<file path="src/rtl/spi_adapter_pkg.sv">
// spi_adapter_pkg
//   Shared width helpers and types for the multi-channel SPI minion adapter.
//   - calc_chan_bits / calc_pw : derive channel-id and payload widths from
//     the packet width and channel count.
//   - wrt_flag_pos / rd_flag_pos : positions of the write/read flag bits in
//     the full SPI packet.
//   - spi_msg_t : {chan, payload} layout for the default 34-bit, 4-channel
//     configuration.
package spi_adapter_pkg;

  function automatic int calc_chan_bits(input int num_chans);
    return $clog2(num_chans);
  endfunction

  function automatic int calc_pw(input int nbits, input int num_chans);
    return nbits - 2 - $clog2(num_chans);
  endfunction

  function automatic int wrt_flag_pos(input int nbits);
    return nbits - 1;
  endfunction

  function automatic int rd_flag_pos(input int nbits);
    return nbits - 2;
  endfunction

  localparam int def_nbits     = 34;
  localparam int def_num_chans = 4;
  localparam int def_chan_bits = calc_chan_bits(def_num_chans);
  localparam int def_pw        = calc_pw(def_nbits, def_num_chans);

  typedef struct packed {
    logic [def_chan_bits-1:0] chan;
    logic [def_pw-1:0]        payload;
  } spi_msg_t;

endpackage

</file>
<file path="src/rtl/spi_adapter_arbiter.sv">
// spi_adapter_arbiter
//   Picks one requesting channel for the SPI pull path.
//   Build option SPI_ADAPTER_RR_ARB_EN:
//     defined   - round robin; search starts at ptr, and after a granted
//                 pull ptr moves to (grant+1) mod num_chans.
//     undefined - fixed priority, lowest index wins; no pointer register.
// Ports:
//   clk, reset, advance  (round-robin build only) pointer clock/reset and
//                        "a pull is being taken this cycle"
//   req                  per-channel request (cm queue non-empty)
//   grant_oh, grant_idx  one-hot and binary grant, zero when nothing requests
//   any_req              at least one request
module spi_adapter_arbiter #(
  parameter  int num_chans = 4,
  localparam int chan_bits = $clog2(num_chans)
) (
`ifdef SPI_ADAPTER_RR_ARB_EN
  input  logic                 clk,
  input  logic                 reset,
  input  logic                 advance,
`endif
  input  logic [num_chans-1:0] req,
  output logic [num_chans-1:0] grant_oh,
  output logic [chan_bits-1:0] grant_idx,
  output logic                 any_req
);

  logic [chan_bits-1:0] start_ptr;

  // Offset from the start pointer, wrapped by num_chans rather than by
  // 2^chan_bits so non-power-of-two channel counts rotate correctly.
  function automatic logic [chan_bits-1:0] wrap_idx(input logic [chan_bits-1:0] base,
                                                    input int off);
    int s;
    s = int'(base) + off;
    if (s >= num_chans) s = s - num_chans;
    return chan_bits'(s);
  endfunction

`ifdef SPI_ADAPTER_RR_ARB_EN
  logic [chan_bits-1:0] ptr;

  assign start_ptr = ptr;

  always_ff @(posedge clk or posedge reset) begin
    if (reset) begin
      ptr <= '0;
    end else if (advance && any_req) begin
      ptr <= (int'(grant_idx) == num_chans - 1) ? '0 : grant_idx + chan_bits'(1);
    end
  end
`else
  assign start_ptr = '0;
`endif

  assign any_req = |req;

  always_comb begin
    logic                 found;
    logic [chan_bits-1:0] idx;
    grant_oh  = '0;
    grant_idx = '0;
    found     = 1'b0;
    idx       = '0;
    for (int i = 0; i < num_chans; i++) begin
      idx = wrap_idx(start_ptr, i);
      if (!found && req[idx]) begin
        found         = 1'b1;
        grant_idx     = idx;
        grant_oh[idx] = 1'b1;
      end
    end
  end

endmodule

</file>
<file path="src/rtl/spi_adapter_normal_queue.sv">
// spi_adapter_normal_queue
//   Normal (non-bypass, non-pipe) val/rdy FIFO. enq_rdy depends only on
//   occupancy, so a full queue refuses an enqueue even when it is being
//   drained in the same cycle. Dequeued data is always read from storage,
//   so enqueued data is visible at the output one cycle later.
// Ports:
//   clk, reset           clock, asynchronous active-high reset
//   enq_val/rdy/msg      enqueue side
//   deq_val/rdy/msg      dequeue side
//   count                current occupancy
module spi_adapter_normal_queue #(
  parameter  int w     = 30,
  parameter  int depth = 2,
  localparam int cw    = $clog2(depth + 1)
) (
  input  logic          clk,
  input  logic          reset,
  input  logic          enq_val,
  output logic          enq_rdy,
  input  logic [w-1:0]  enq_msg,
  output logic          deq_val,
  input  logic          deq_rdy,
  output logic [w-1:0]  deq_msg,
  output logic [cw-1:0] count
);

  localparam int aw = (depth > 1) ? $clog2(depth) : 1;

  logic [w-1:0]  mem [depth];
  logic [aw-1:0] head;
  logic [aw-1:0] tail;
  logic          enq_fire;
  logic          deq_fire;

  function automatic logic [aw-1:0] bump(input logic [aw-1:0] p);
    return (p == aw'(depth - 1)) ? '0 : p + aw'(1);
  endfunction

  assign enq_rdy  = (count != cw'(depth));
  assign deq_val  = (count != '0);
  assign deq_msg  = mem[head];
  assign enq_fire = enq_val & enq_rdy;
  assign deq_fire = deq_val & deq_rdy;

  always_ff @(posedge clk or posedge reset) begin
    if (reset) begin
      head  <= '0;
      tail  <= '0;
      count <= '0;
    end else begin
      if (enq_fire) tail <= bump(tail);
      if (deq_fire) head <= bump(head);
      if (enq_fire && !deq_fire)      count <= count + cw'(1);
      else if (deq_fire && !enq_fire) count <= count - cw'(1);
    end
  end

  // Storage needs no reset: occupancy alone decides what is valid.
  always_ff @(posedge clk) begin
    if (enq_fire) mem[tail] <= enq_msg;
  end

endmodule

</file>
<file path="src/rtl/spi_adapter_multichan.sv">
// spi_adapter_multichan
//   SPI minion push/pull adapter fanning out to num_chans val/rdy channel
//   pairs. Writes are routed by channel id into per-channel mc queues;
//   responses from per-channel cm queues are arbitrated onto the pull path
//   and tagged with their channel id. drop_flag latches any lost write.
//   Build option SPI_ADAPTER_RR_ARB_EN selects round-robin response
//   arbitration; default is fixed priority (lowest channel first).
// Ports:
//   clk, reset                      clock, asynchronous active-high reset
//   push_en, push_msg_val_wrt/rd    SPI push strobe and its write/read flags
//   push_msg_data                   {chan, payload}
//   pull_en                         SPI pull strobe
//   pull_msg_val/spc/data           pull result, write-space hint, {chan, payload}
//   recv_msg/val/rdy                component-to-master inputs (flattened)
//   send_msg/val/rdy                master-to-component outputs (flattened)
//   drop_flag                       sticky dropped-write indicator
module spi_adapter_multichan
  import spi_adapter_pkg::*;
#(
  parameter  int nbits       = 34,
  parameter  int num_entries = 2,
  parameter  int num_chans   = 4,
  localparam int chan_bits   = calc_chan_bits(num_chans),
  localparam int pw          = calc_pw(nbits, num_chans),
  localparam int cw          = $clog2(num_entries + 1)
) (
  input  logic                    clk,
  input  logic                    reset,
  input  logic                    push_en,
  input  logic                    push_msg_val_wrt,
  input  logic                    push_msg_val_rd,
  input  logic [nbits-3:0]        push_msg_data,
  input  logic                    pull_en,
  output logic                    pull_msg_val,
  output logic                    pull_msg_spc,
  output logic [nbits-3:0]        pull_msg_data,
  input  logic [num_chans*pw-1:0] recv_msg,
  input  logic [num_chans-1:0]    recv_val,
  output logic [num_chans-1:0]    recv_rdy,
  output logic [num_chans*pw-1:0] send_msg,
  output logic [num_chans-1:0]    send_val,
  input  logic [num_chans-1:0]    send_rdy,
  output logic                    drop_flag
);

  logic                    wr;
  logic                    rd;
  logic [chan_bits-1:0]    wr_chan;
  logic [pw-1:0]           wr_payload;
  logic [num_chans-1:0]    chan_hit;
  logic [num_chans-1:0]    mc_enq_val;
  logic [num_chans-1:0]    mc_enq_rdy;
  logic [num_chans-1:0]    cm_enq_rdy;
  logic [num_chans-1:0]    cm_deq_val;
  logic [num_chans-1:0]    cm_deq_rdy;
  logic [num_chans*pw-1:0] cm_deq_msg;
  logic [cw-1:0]           mc_count        [num_chans];
  logic [cw-1:0]           cm_count_unused [num_chans];
  logic [num_chans-1:0]    grant_oh;
  logic [chan_bits-1:0]    grant_idx;
  logic                    any_req;
  logic [pw-1:0]           grant_payload;

  assign wr         = push_en & push_msg_val_wrt;
  assign rd         = pull_en & push_msg_val_rd;
  assign wr_chan    = push_msg_data[nbits-3 -: chan_bits];
  assign wr_payload = push_msg_data[pw-1:0];

  // Decoding by equality against each real channel means an id at or above
  // num_chans simply hits nothing and falls through to the drop path.
  always_comb begin
    chan_hit = '0;
    for (int k = 0; k < num_chans; k++) begin
      chan_hit[k] = (wr_chan == chan_bits'(k));
    end
  end

  assign mc_enq_val = {num_chans{wr}} & chan_hit;

  // Space is promised only if every channel can still take the next write,
  // including the one already being written this cycle.
  always_comb begin
    pull_msg_spc = 1'b1;
    for (int k = 0; k < num_chans; k++) begin
      if (!mc_enq_rdy[k] ||
          (mc_enq_val[k] && !(int'(mc_count[k]) < num_entries - 1))) begin
        pull_msg_spc = 1'b0;
      end
    end
  end

  always_ff @(posedge clk or posedge reset) begin
    if (reset) begin
      drop_flag <= 1'b0;
    end else if (wr && ((mc_enq_val & mc_enq_rdy) == '0)) begin
      drop_flag <= 1'b1;
    end
  end

  for (genvar k = 0; k < num_chans; k++) begin : g_chan
    spi_adapter_normal_queue #(
      .w     (pw),
      .depth (num_entries)
    ) u_mc_q (
      .clk     (clk),
      .reset   (reset),
      .enq_val (mc_enq_val[k]),
      .enq_rdy (mc_enq_rdy[k]),
      .enq_msg (wr_payload),
      .deq_val (send_val[k]),
      .deq_rdy (send_rdy[k]),
      .deq_msg (send_msg[k*pw +: pw]),
      .count   (mc_count[k])
    );

    spi_adapter_normal_queue #(
      .w     (pw),
      .depth (num_entries)
    ) u_cm_q (
      .clk     (clk),
      .reset   (reset),
      .enq_val (recv_val[k]),
      .enq_rdy (cm_enq_rdy[k]),
      .enq_msg (recv_msg[k*pw +: pw]),
      .deq_val (cm_deq_val[k]),
      .deq_rdy (cm_deq_rdy[k]),
      .deq_msg (cm_deq_msg[k*pw +: pw]),
      .count   (cm_count_unused[k])
    );
  end

  // Queues are empty under reset, so their ready would read 1; hold it low
  // until reset is released.
  assign recv_rdy = cm_enq_rdy & {num_chans{~reset}};

  spi_adapter_arbiter #(
    .num_chans (num_chans)
  ) u_arb (
`ifdef SPI_ADAPTER_RR_ARB_EN
    .clk       (clk),
    .reset     (reset),
    .advance   (rd),
`endif
    .req       (cm_deq_val),
    .grant_oh  (grant_oh),
    .grant_idx (grant_idx),
    .any_req   (any_req)
  );

  assign cm_deq_rdy = {num_chans{rd}} & grant_oh;

  always_comb begin
    grant_payload = '0;
    for (int k = 0; k < num_chans; k++) begin
      if (grant_oh[k]) grant_payload = grant_payload | cm_deq_msg[k*pw +: pw];
    end
  end

  assign pull_msg_val  = rd & any_req;
  assign pull_msg_data = pull_msg_val ? {grant_idx, grant_payload} : '0;

endmodule
</file>
<file path="config.mk">
export PLATFORM = sky130hd
export DESIGN_NAME = spi_adapter_multichan
export DESIGN_NICKNAME = d
export VERILOG_FILES = /design/src/rtl/spi_adapter_pkg.sv /design/src/rtl/spi_adapter_arbiter.sv /design/src/rtl/spi_adapter_normal_queue.sv /design/src/rtl/spi_adapter_multichan.sv
export SDC_FILE = /design/constraint.sdc
export NUM_CORES = 1
export LEC_CHECK = 0
export BUFFER_PORTS_ARGS = -buffer_cell sky130_fd_sc_hd__buf_2
export CAP_MARGIN = 20
export CORE_AREA = 2 2 187 189
export CTS_CLUSTER_DIAMETER = 80
export DETAILED_ROUTE_END_ITERATION = 7
export DIE_AREA = 0 0 189 191
export PLACE_DENSITY = 0.84
export SLEW_MARGIN = 20
export SYNTH_ARGS = -nofsm -noshare
export SYNTH_HDL_FRONTEND = slang
export SYNTH_SLANG_ARGS = --single-unit
</file>
<file path="constraint.sdc">
create_clock -name clk -period 6.46 [get_ports clk]
set_input_delay 0.969 -clock clk [delete_from_list [all_inputs] [get_ports clk]]
set_output_delay 0.969 -clock clk [all_outputs]
set_load 0.005 [all_outputs]
</file>
==> results of run 1 <==
==> sequential cells by signal, indices dropped and copies added (netlist names) <==
name,cells
drop_flag,1
g_chan.u_mc_q.tail,4
g_chan.u_cm_q.tail,4
g_chan.u_cm_q.mem,240
g_chan.u_mc_q.head,4
g_chan.u_cm_q.head,4
g_chan.u_mc_q.mem,240
g_chan.u_mc_q.count,8
g_chan.u_cm_q.count,8
==> worst min path at each step <==
stage,cells after the start,slack (ns),end,startpoint
2_1_floorplan,2,0.45,drop_flag,drop_flag
6_report,2,0.48,drop_flag,drop_flag
3_3_place_gp,2,0.46,drop_flag,drop_flag
5_1_grt,2,0.50,drop_flag,drop_flag
4_1_cts,3,0.49,g_chan[3].u_mc_q.tail,reset
3_5_place_dp,2,0.46,drop_flag,drop_flag
==> cell families after synthesis <==
kind of cell               after synthesis  share of synthesized area
DFF                                    513                      0.755
and+or+nand+nor                        181                     0.0466
muxes                                  241                      0.135
xor gates and xnor gates                36                     0.0156
adders and majority gates               16                    0.00991
buffers and inverters                   80                     0.0173
AOI/OAI and AO/OA                       40                     0.0209
==> final cells by class <==
class | instances | area share
sequential | 513 | 0.635
tap | 455 | 0.0237
clock buffer | 55 | 0.0521
antenna | 10 | 0.00104
inverter | 19 | 0.00297
clock inverter | 35 | 0.0137
timing repair buffer | 358 | 0.0778
multi-input combinational | 514 | 0.193
==> power breakdown <==
group	internal (mW)	leakage, nW	total, mW	switching, mW
combinational	1.15	3.11	2.75	1.60
sequential	4.21	4.78	4.46	0.247
clock	1.56	0.757	2.78	1.22
==> layout by cell type, fill, tap and decap left out, types with 3 or more instances in the layout <==
master	synthesis	routed
sky130_fd_sc_hd__nand2_1	45	45
sky130_fd_sc_hd__or2_2	4	4
sky130_fd_sc_hd__nand3_1	62	62
sky130_fd_sc_hd__inv_1	18	18
sky130_fd_sc_hd__nor2_2	0	5
sky130_fd_sc_hd__clkinv_1	0	11
sky130_fd_sc_hd__dfrtp_1	33	32
sky130_fd_sc_hd__clkbuf_16	0	49
sky130_fd_sc_hd__bufinv_16	0	4
sky130_fd_sc_hd__buf_4	4	30
sky130_fd_sc_hd__diode_2	0	10
sky130_fd_sc_hd__clkinv_2	0	11
sky130_fd_sc_hd__ha_1	16	16
sky130_fd_sc_hd__xor2_1	16	16
sky130_fd_sc_hd__nor2b_2	0	3
sky130_fd_sc_hd__nand2b_1	3	3
sky130_fd_sc_hd__mux2_2	240	240
sky130_fd_sc_hd__and2_1	8	8
sky130_fd_sc_hd__xnor2_1	20	20
sky130_fd_sc_hd__nor2_1	11	5
sky130_fd_sc_hd__a41oi_2	10	10
sky130_fd_sc_hd__buf_2	1	328
sky130_fd_sc_hd__clkinvlp_4	0	6
sky130_fd_sc_hd__clkbuf_1	30	6
sky130_fd_sc_hd__nand4_1	31	31
sky130_fd_sc_hd__and3_1	4	4
sky130_fd_sc_hd__o21ai_0	4	4
sky130_fd_sc_hd__edfxtp_1	480	480
sky130_fd_sc_hd__a41oi_1	20	20
==> stage by stage <==
step	total power [mW]	cell area [um2]
finish	9.99	24000
detailed placement	7.22	22400
floorplan	6.20	20200
CTS	10.0	24000
global placement	7.13	22400
global route	10.4	24000
==> tightest hold or removal path: stages (launching register included) <==
cell and delay (ns):
sky130_fd_sc_hd__dfrtp_1 0.35, sky130_fd_sc_hd__inv_1 0.05, sky130_fd_sc_hd__o41ai_1 0.05
==> routing by layer <==
layer	GRT usage	wire, um
met5	0	91
met3	0.0633	4860
met1	0.335	17600
met2	0.459	24700
met4	0.104	1890
==> key figures, run 1 <==
Global routing
  – Maximum number of pins on one net before global-route repair: 39
  – Leftover overflow at the end of global routing: 0
  – Overall track demand over capacity in global routing: 0.269
  – Number of global-route vias before repair: 11,700
  – Number of antenna violations at the first check in global routing: 15
  – Wire length of the first global-routing pass: 71.2 mm

Die
  – Floorplan core area: 34,100 um2
  – Top-level I/O count: 329
  – Die span in y: 191 um
  – Placement Rows: 68
  – Area enclosed by the die boundary: 36,100 um2
  – Die boundary width: 189 um
  – Initial Util: 0.592

Final layout
  – Filler Cell Count: 2,087
  – Proportion of layout cells with a drive suffix above 1: 0.469
  – FF/Latch Area: 15,200 um2
  – Area of combinational cells with multiple inputs: 4640 um2
  – Synthesis-to-finish area growth: 18.8%
  – Total Nets Final: 1,637
  – Final Non-Filler Cells: 1,959
  – Utilization after layout: 0.703

Run
  – Number of violations of the max-capacitance limit: 0

Routing
  – Initial DRC Count: 1,023
  – Via density: 5.93
  – Number of detailed-routing iterations run before antenna repair: 8
  – Overall via count from detail_route: 11,600
  – DRC violations left: 0
  – Number of nets still failing antenna checks after routing: 0
  – Detailed Route WL: 49.1 mm
  – Routed wire per std cell: 25.1 um

Timing
  – Sum Neg Setup Slack: 0 ns
  – Final number of hold-violating endpoints: 0
  – Worst-margin pin slew: 0.895 ns
  – Timing-limited maximum frequency: 0.267 GHz
  – Final period util: 0.579
  – Final setup violation count: 0
  – Number of slew-limit violations in the final report: 0
  – Worst-case headroom to the max-slew limit: 0.403
  – Smallest hold slack: 0.480 ns
  – Setup slack of the critical path after layout: 2.72 ns
  – Worst-case clock skew: 0.0281 ns
  – Time the final worst path needs with I/O delays and setup: 3.74 ns
  – RSZ-0062 raised after global routing: no

Yosys
  – Commonest cells in the synthesized netlist: sky130_fd_sc_hd__edfxtp_1 (480), sky130_fd_sc_hd__mux2_2 (240), sky130_fd_sc_hd__nand3_1 (62)
  – Area fraction of the dominant cell type after synthesis: 0.714
  – Count of different cell masters after synthesis: 41
  – Synthesized area per cell: 18.2 um2
  – Mapped cell area: 20,200 um2
  – Dominant cell type by area after synthesis: sky130_fd_sc_hd__edfxtp_1
  – Sequential fraction of the synthesis area: 0.755
  – Number of synthesized register bits: 513
  – Largest cells by area after synthesis: sky130_fd_sc_hd__edfxtp_1 (71%), sky130_fd_sc_hd__mux2_2 (13%), sky130_fd_sc_hd__dfrtp_1 (4.1%)
  – Post-synth top flop: sky130_fd_sc_hd__edfxtp_1
  – Number of enable flip-flop cells after synthesis: 480
  – Fraction of registers with async set or reset after synthesis: 0.0643
  – Cell with the most instances after synthesis: sky130_fd_sc_hd__edfxtp_1
  – Synth Instances: 1,107
  – Synth Net Count: 1,289
  – Total number of yosys warnings: 0

Place
  – Dpl cells: 1,859
  – Sum of net half-perimeters after detailed placement: 30.9 mm
  – Worst slack after detailed placement: 3.35 ns
  – Port buffer count: 328
  – Final Wtd Congestion: 0.875

Clock network
  – Later-pin clock latency in the skew report: 0.58 ns
  – Clock tree from TritonCTS: yes
  – Number of buffers inserted to repair setup after CTS: 0
  – Hold buffer count at CTS: 0
  – Post-cts repair resize count: 0
  – Cts bufs inserted: 49
  – Deepest clock path buffer count: 3
  – Clock input transition at the sequential cells of the worst setup and hold paths: 0.06 ns
  – Number of sinks handled by clock tree synthesis: 513
  – Root buffer cell: sky130_fd_sc_hd__clkbuf_16
  – H-Tree Level Count: 2

Worst setup path
  – Required @ worst endpoint: 5.49 ns
  – Critical Path Fanout Max: 32
  – Reg-to-reg setup timing slack: 3.93 ns
  – Depth of the worst register-to-register path: 6
  – Cell at the slowest stage of the critical path: sky130_fd_sc_hd__or2_2
  – Capture point of the worst path: pull_msg_data[14]
  – Kind of critical path: flip-flop to output port
  – Combined buffer and inverter count along the critical path: 2
  – Worst setup startpoint: g_chan[2].u_cm_q.count[0]
  – Critical Path Max Stage Delay: 0.61 ns
  – Data arrival, critical path: 2.77 ns
  – Kind of capture point of the worst setup path: output port
  – R2r startpoint: g_chan[1].u_mc_q.count[0]
  – Number of gates on the worst path with buffers counted: 5
  – Worst-path cell chain: or2_2, o311ai_4, buf_4, a41oi_1, buf_2
  – Crit path max-delay family: buffers and inverters
  – Element type at the critical path start: flip-flop
  – Worst reg2reg endpoint: g_chan[1].u_mc_q.mem[1][5]

Power
  – Leakage Power: 8.65 nW
  – Ratio of total power to cell area: 416 nW/um2
  – IR drop worst, VDD: 269 uV

Min path
  – Type of the tightest min-delay check: flip-flop to flip-flop

Status
  – Run status: finished clean
Note: power is estimated with default switching activity, not from simulation.
==> inputs of run 2 (changes only) <==
--- a/config.mk
+++ b/config.mk
@@ -7,11 +7,11 @@
 export LEC_CHECK = 0
 export BUFFER_PORTS_ARGS = -buffer_cell sky130_fd_sc_hd__buf_2
 export CAP_MARGIN = 20
-export CORE_AREA = 2 2 187 189
+export CORE_AREA = 2 2 202 204
 export CTS_CLUSTER_DIAMETER = 80
 export DETAILED_ROUTE_END_ITERATION = 7
-export DIE_AREA = 0 0 189 191
-export PLACE_DENSITY = 0.84
+export DIE_AREA = 0 0 204 206
+export PLACE_DENSITY = 0.77
 export SLEW_MARGIN = 20
 export SYNTH_ARGS = -nofsm -noshare
 export SYNTH_HDL_FRONTEND = slang
==> constraint.sdc (replaced) <==
create_clock -name clk -period 3.4 [get_ports clk]
set_input_delay 0.51 -clock clk [delete_from_list [all_inputs] [get_ports clk]]
set_output_delay 0.51 -clock clk [all_outputs]
set_load 0.005 [all_outputs]
==> key figures, run 2 (synthesized netlist as in run 1, its figures left out) <==
Worst setup path
  – Data arrival, critical path: 2.70 ns (was 2.77 ns)
  – Element type at the critical path start: flip-flop (unchanged)
  – Cell at the slowest stage of the critical path: sky130_fd_sc_hd__or2_2 (unchanged)
  – Combined buffer and inverter count along the critical path: 2 (unchanged)
  – Required @ worst endpoint: 2.89 ns (was 5.49 ns)
  – Depth of the worst register-to-register path: 7 (was 6)
  – Critical Path Fanout Max: 32 (unchanged)
  – Kind of capture point of the worst setup path: output port (unchanged)
  – Number of gates on the worst path with buffers counted: 5 (unchanged)
  – Kind of critical path: flip-flop to output port (unchanged)
  – Critical Path Max Stage Delay: 0.63 ns (was 0.61 ns)
  – Crit path max-delay family: simple AND/OR/NAND/NOR gates (was buffers and inverters)
  – Worst-path cell chain: or2_2, o311ai_4, buf_6, a41oi_1, buf_2 (was or2_2, o311ai_4, buf_4, a41oi_1, buf_2)

Routing
  – Overall via count from detail_route: 11,500 (was 11,600)
  – Via density: 5.64 (was 5.93)
  – Number of detailed-routing iterations run before antenna repair: 5 (was 8)
  – DRC violations left: 0 (unchanged)
  – Number of nets still failing antenna checks after routing: 0 (unchanged)
  – Initial DRC Count: 834 (was 1,023)
  – Routed wire per std cell: 23.5 um (was 25.1 um)
  – Detailed Route WL: 48.1 mm (was 49.1 mm)

Place
  – Port buffer count: 328 (unchanged)
  – Sum of net half-perimeters after detailed placement: 30.9 mm (about the same)
  – Post-place instance area: 22,600 um2 (was 22,400 um2)
  – Final Wtd Congestion: 0.853 (was 0.875)
  – Dpl cells: 1,940 (was 1,859)

Global routing
  – Routing usage on met2: 0.373 (was 0.459)
  – Overall track demand over capacity in global routing: 0.226 (was 0.269)
  – Number of global-route vias before repair: 11,700 (about the same)
  – Met3 demand-to-capacity share in global routing: 0.0721 (was 0.0633)
  – Wire length of the first global-routing pass: 70.2 mm (was 71.2 mm)
  – Leftover overflow at the end of global routing: 0 (unchanged)
  – Maximum number of pins on one net before global-route repair: 62 (was 39)
  – Number of antenna violations at the first check in global routing: 20 (was 15)
  – Global routing usage on met1: 0.280 (was 0.335)
  – Layer carrying the most global-route usage: met2 (unchanged)

Power
  – Ratio of total power to cell area: 792 nW/um2 (was 416 nW/um2)
  – IR drop worst, VDD: 514 uV (was 269 uV)
  – Leakage Power: 8.72 nW (was 8.65 nW)
  – Tot Pwr: 19.2 mW (was 9.99 mW)

Run
  – Number of violations of the max-capacitance limit: 0 (unchanged)

Final layout
  – FF/Latch Area: 15,200 um2 (about the same)
  – Largest registers: g_chan.u_cm_q.mem x240, g_chan.u_mc_q.mem x240 (unchanged)
  – Design Area, Final: 24,200 um2 (was 24,000 um2)
  – Most common cell after layout, fill and taps aside: sky130_fd_sc_hd__edfxtp_1 (unchanged)
  – Final Non-Filler Cells: 2,044 (was 1,959)
  – Proportion of layout cells with a drive suffix above 1: 0.470 (was 0.469)
  – Utilization after layout: 0.603 (was 0.703)
  – Total Nets Final: 1,643 (was 1,637)
  – Synthesis-to-finish area growth: 19.9% (was 18.8%)
  – Filler Cell Count: 2,920 (was 2,087)
  – Highest-count cells in the layout ignoring fill and taps: sky130_fd_sc_hd__edfxtp_1 (480), sky130_fd_sc_hd__buf_2 (328), sky130_fd_sc_hd__mux2_2 (240), sky130_fd_sc_hd__nand3_1 (62), sky130_fd_sc_hd__clkbuf_16 (52) (was sky130_fd_sc_hd__edfxtp_1 (480), sky130_fd_sc_hd__buf_2 (328), sky130_fd_sc_hd__mux2_2 (240), sky130_fd_sc_hd__nand3_1 (62), sky130_fd_sc_hd__clkbuf_16 (49))
  – Area of combinational cells with multiple inputs: 4650 um2 (was 4640 um2)

Clock network
  – Root buffer cell: sky130_fd_sc_hd__clkbuf_16 (unchanged)
  – Deepest clock path buffer count: 3 (unchanged)
  – Number of sinks handled by clock tree synthesis: 513 (unchanged)
  – Clock input transition at the sequential cells of the worst setup and hold paths: 0.06 ns (about the same)
  – Clock tree from TritonCTS: yes (unchanged)
  – Cts bufs inserted: 51 (was 49)
  – Later-pin clock latency in the skew report: 0.58 ns (about the same)
  – Number of buffers inserted to repair setup after CTS: 0 (unchanged)
  – H-Tree Level Count: 2 (unchanged)
  – Hold buffer count at CTS: 0 (unchanged)
  – Post-cts repair resize count: 0 (unchanged)

Timing
  – Final number of hold-violating endpoints: 0 (unchanged)
  – Sum Neg Setup Slack: 0 ns (unchanged)
  – Timing-limited maximum frequency: 0.311 GHz
  – Final setup violation count: 0 (unchanged)
  – Worst-margin pin slew: 0.866 ns (was 0.895 ns)
  – Number of slew-limit violations in the final report: 0 (unchanged)
  – Worst-case headroom to the max-slew limit: 0.422 (was 0.403)
  – RSZ-0062 raised after global routing: no (unchanged)
  – Final period util: 0.945
  – Time the final worst path needs with I/O delays and setup: 3.21 ns
  – Worst-case clock skew: 0.0239 ns (was 0.0281 ns)

Die
  – Die boundary width: 204 um (was 189 um)
  – Placement Rows: 74 (was 68)
  – Top-level I/O count: 329 (unchanged)
  – Die span in y: 206 um (was 191 um)
  – Floorplan core area: 40,200 um2 (was 34,100 um2)
  – Area enclosed by the die boundary: 42,000 um2 (was 36,100 um2)
  – Initial Util: 0.503 (was 0.592)

Min path
  – Type of the tightest min-delay check: input pin to async pin (was flip-flop to flip-flop)

Status
  – Run status: finished clean (unchanged)
-- run 2: path summary, 6_finish.rpt --
| path | start | endpoint | slack, ns |
|---|---|---|---|
| worst max-delay path | g_chan[2].u_cm_q.count[0] | pull_msg_data[26] | 0.19 |
| worst min-delay path | reset | g_chan[1].u_cm_q.count[1] | 0.08 |
| worst max register to register | g_chan[0].u_cm_q.count[1] | g_chan[3].u_cm_q.count[1] | 1.00 |
| worst min register to register | g_chan[3].u_mc_q.head | g_chan[3].u_mc_q.head | 0.47 |
| max in group asynchronous | reset | drop_flag | 2.59 |
| min in group clk | recv_msg[56] | g_chan[1].u_cm_q.mem[0][26] | 0.12 |
-- run 2: where the power goes --
group	internal, mW	total [mW]	switching [mW]	leakage, nW
logic	2.25	5.33	3.08	3.15
registers	8.00	8.42	0.418	4.78
clock network	3.14	5.42	2.28	0.793
total	13.4	19.2	5.78	8.72
-- run 2: area by class of cell --
type	count	share of cell area
antenna	13	0.00134
clock buffer	62	0.0561
clock inverter	29	0.0107
inverter	19	0.00295
multi-input combinational	514	0.192
sequential	513	0.629
tap	532	0.0275
timing repair buffer	362	0.0800
-- run 2: per-layer routing --
| layer | vias to the layer above | part of all wire |
|---|---|---|
| li1 | 5034 | - |
| met1 | 5753 | 0.38 |
| met2 | 589 | 0.49 |
| met3 | 130 | 0.10 |
| met4 | 12 | 0.034 |
| met5 | - | 0.0016 |
-- run 2: metrics by stage --
| stage | setup slack, ns | hold WS, ns |
|---|---|---|
| after floorplan | 0.328 | 0.454 |
| after global placement | 0.795 | 0.461 |
| after detailed placement | 0.747 | 0.466 |
| after CTS | 0.123 | 0.0765 |
| after global routing | 0.101 | 0.0921 |
| final | 0.188 | 0.0787 |
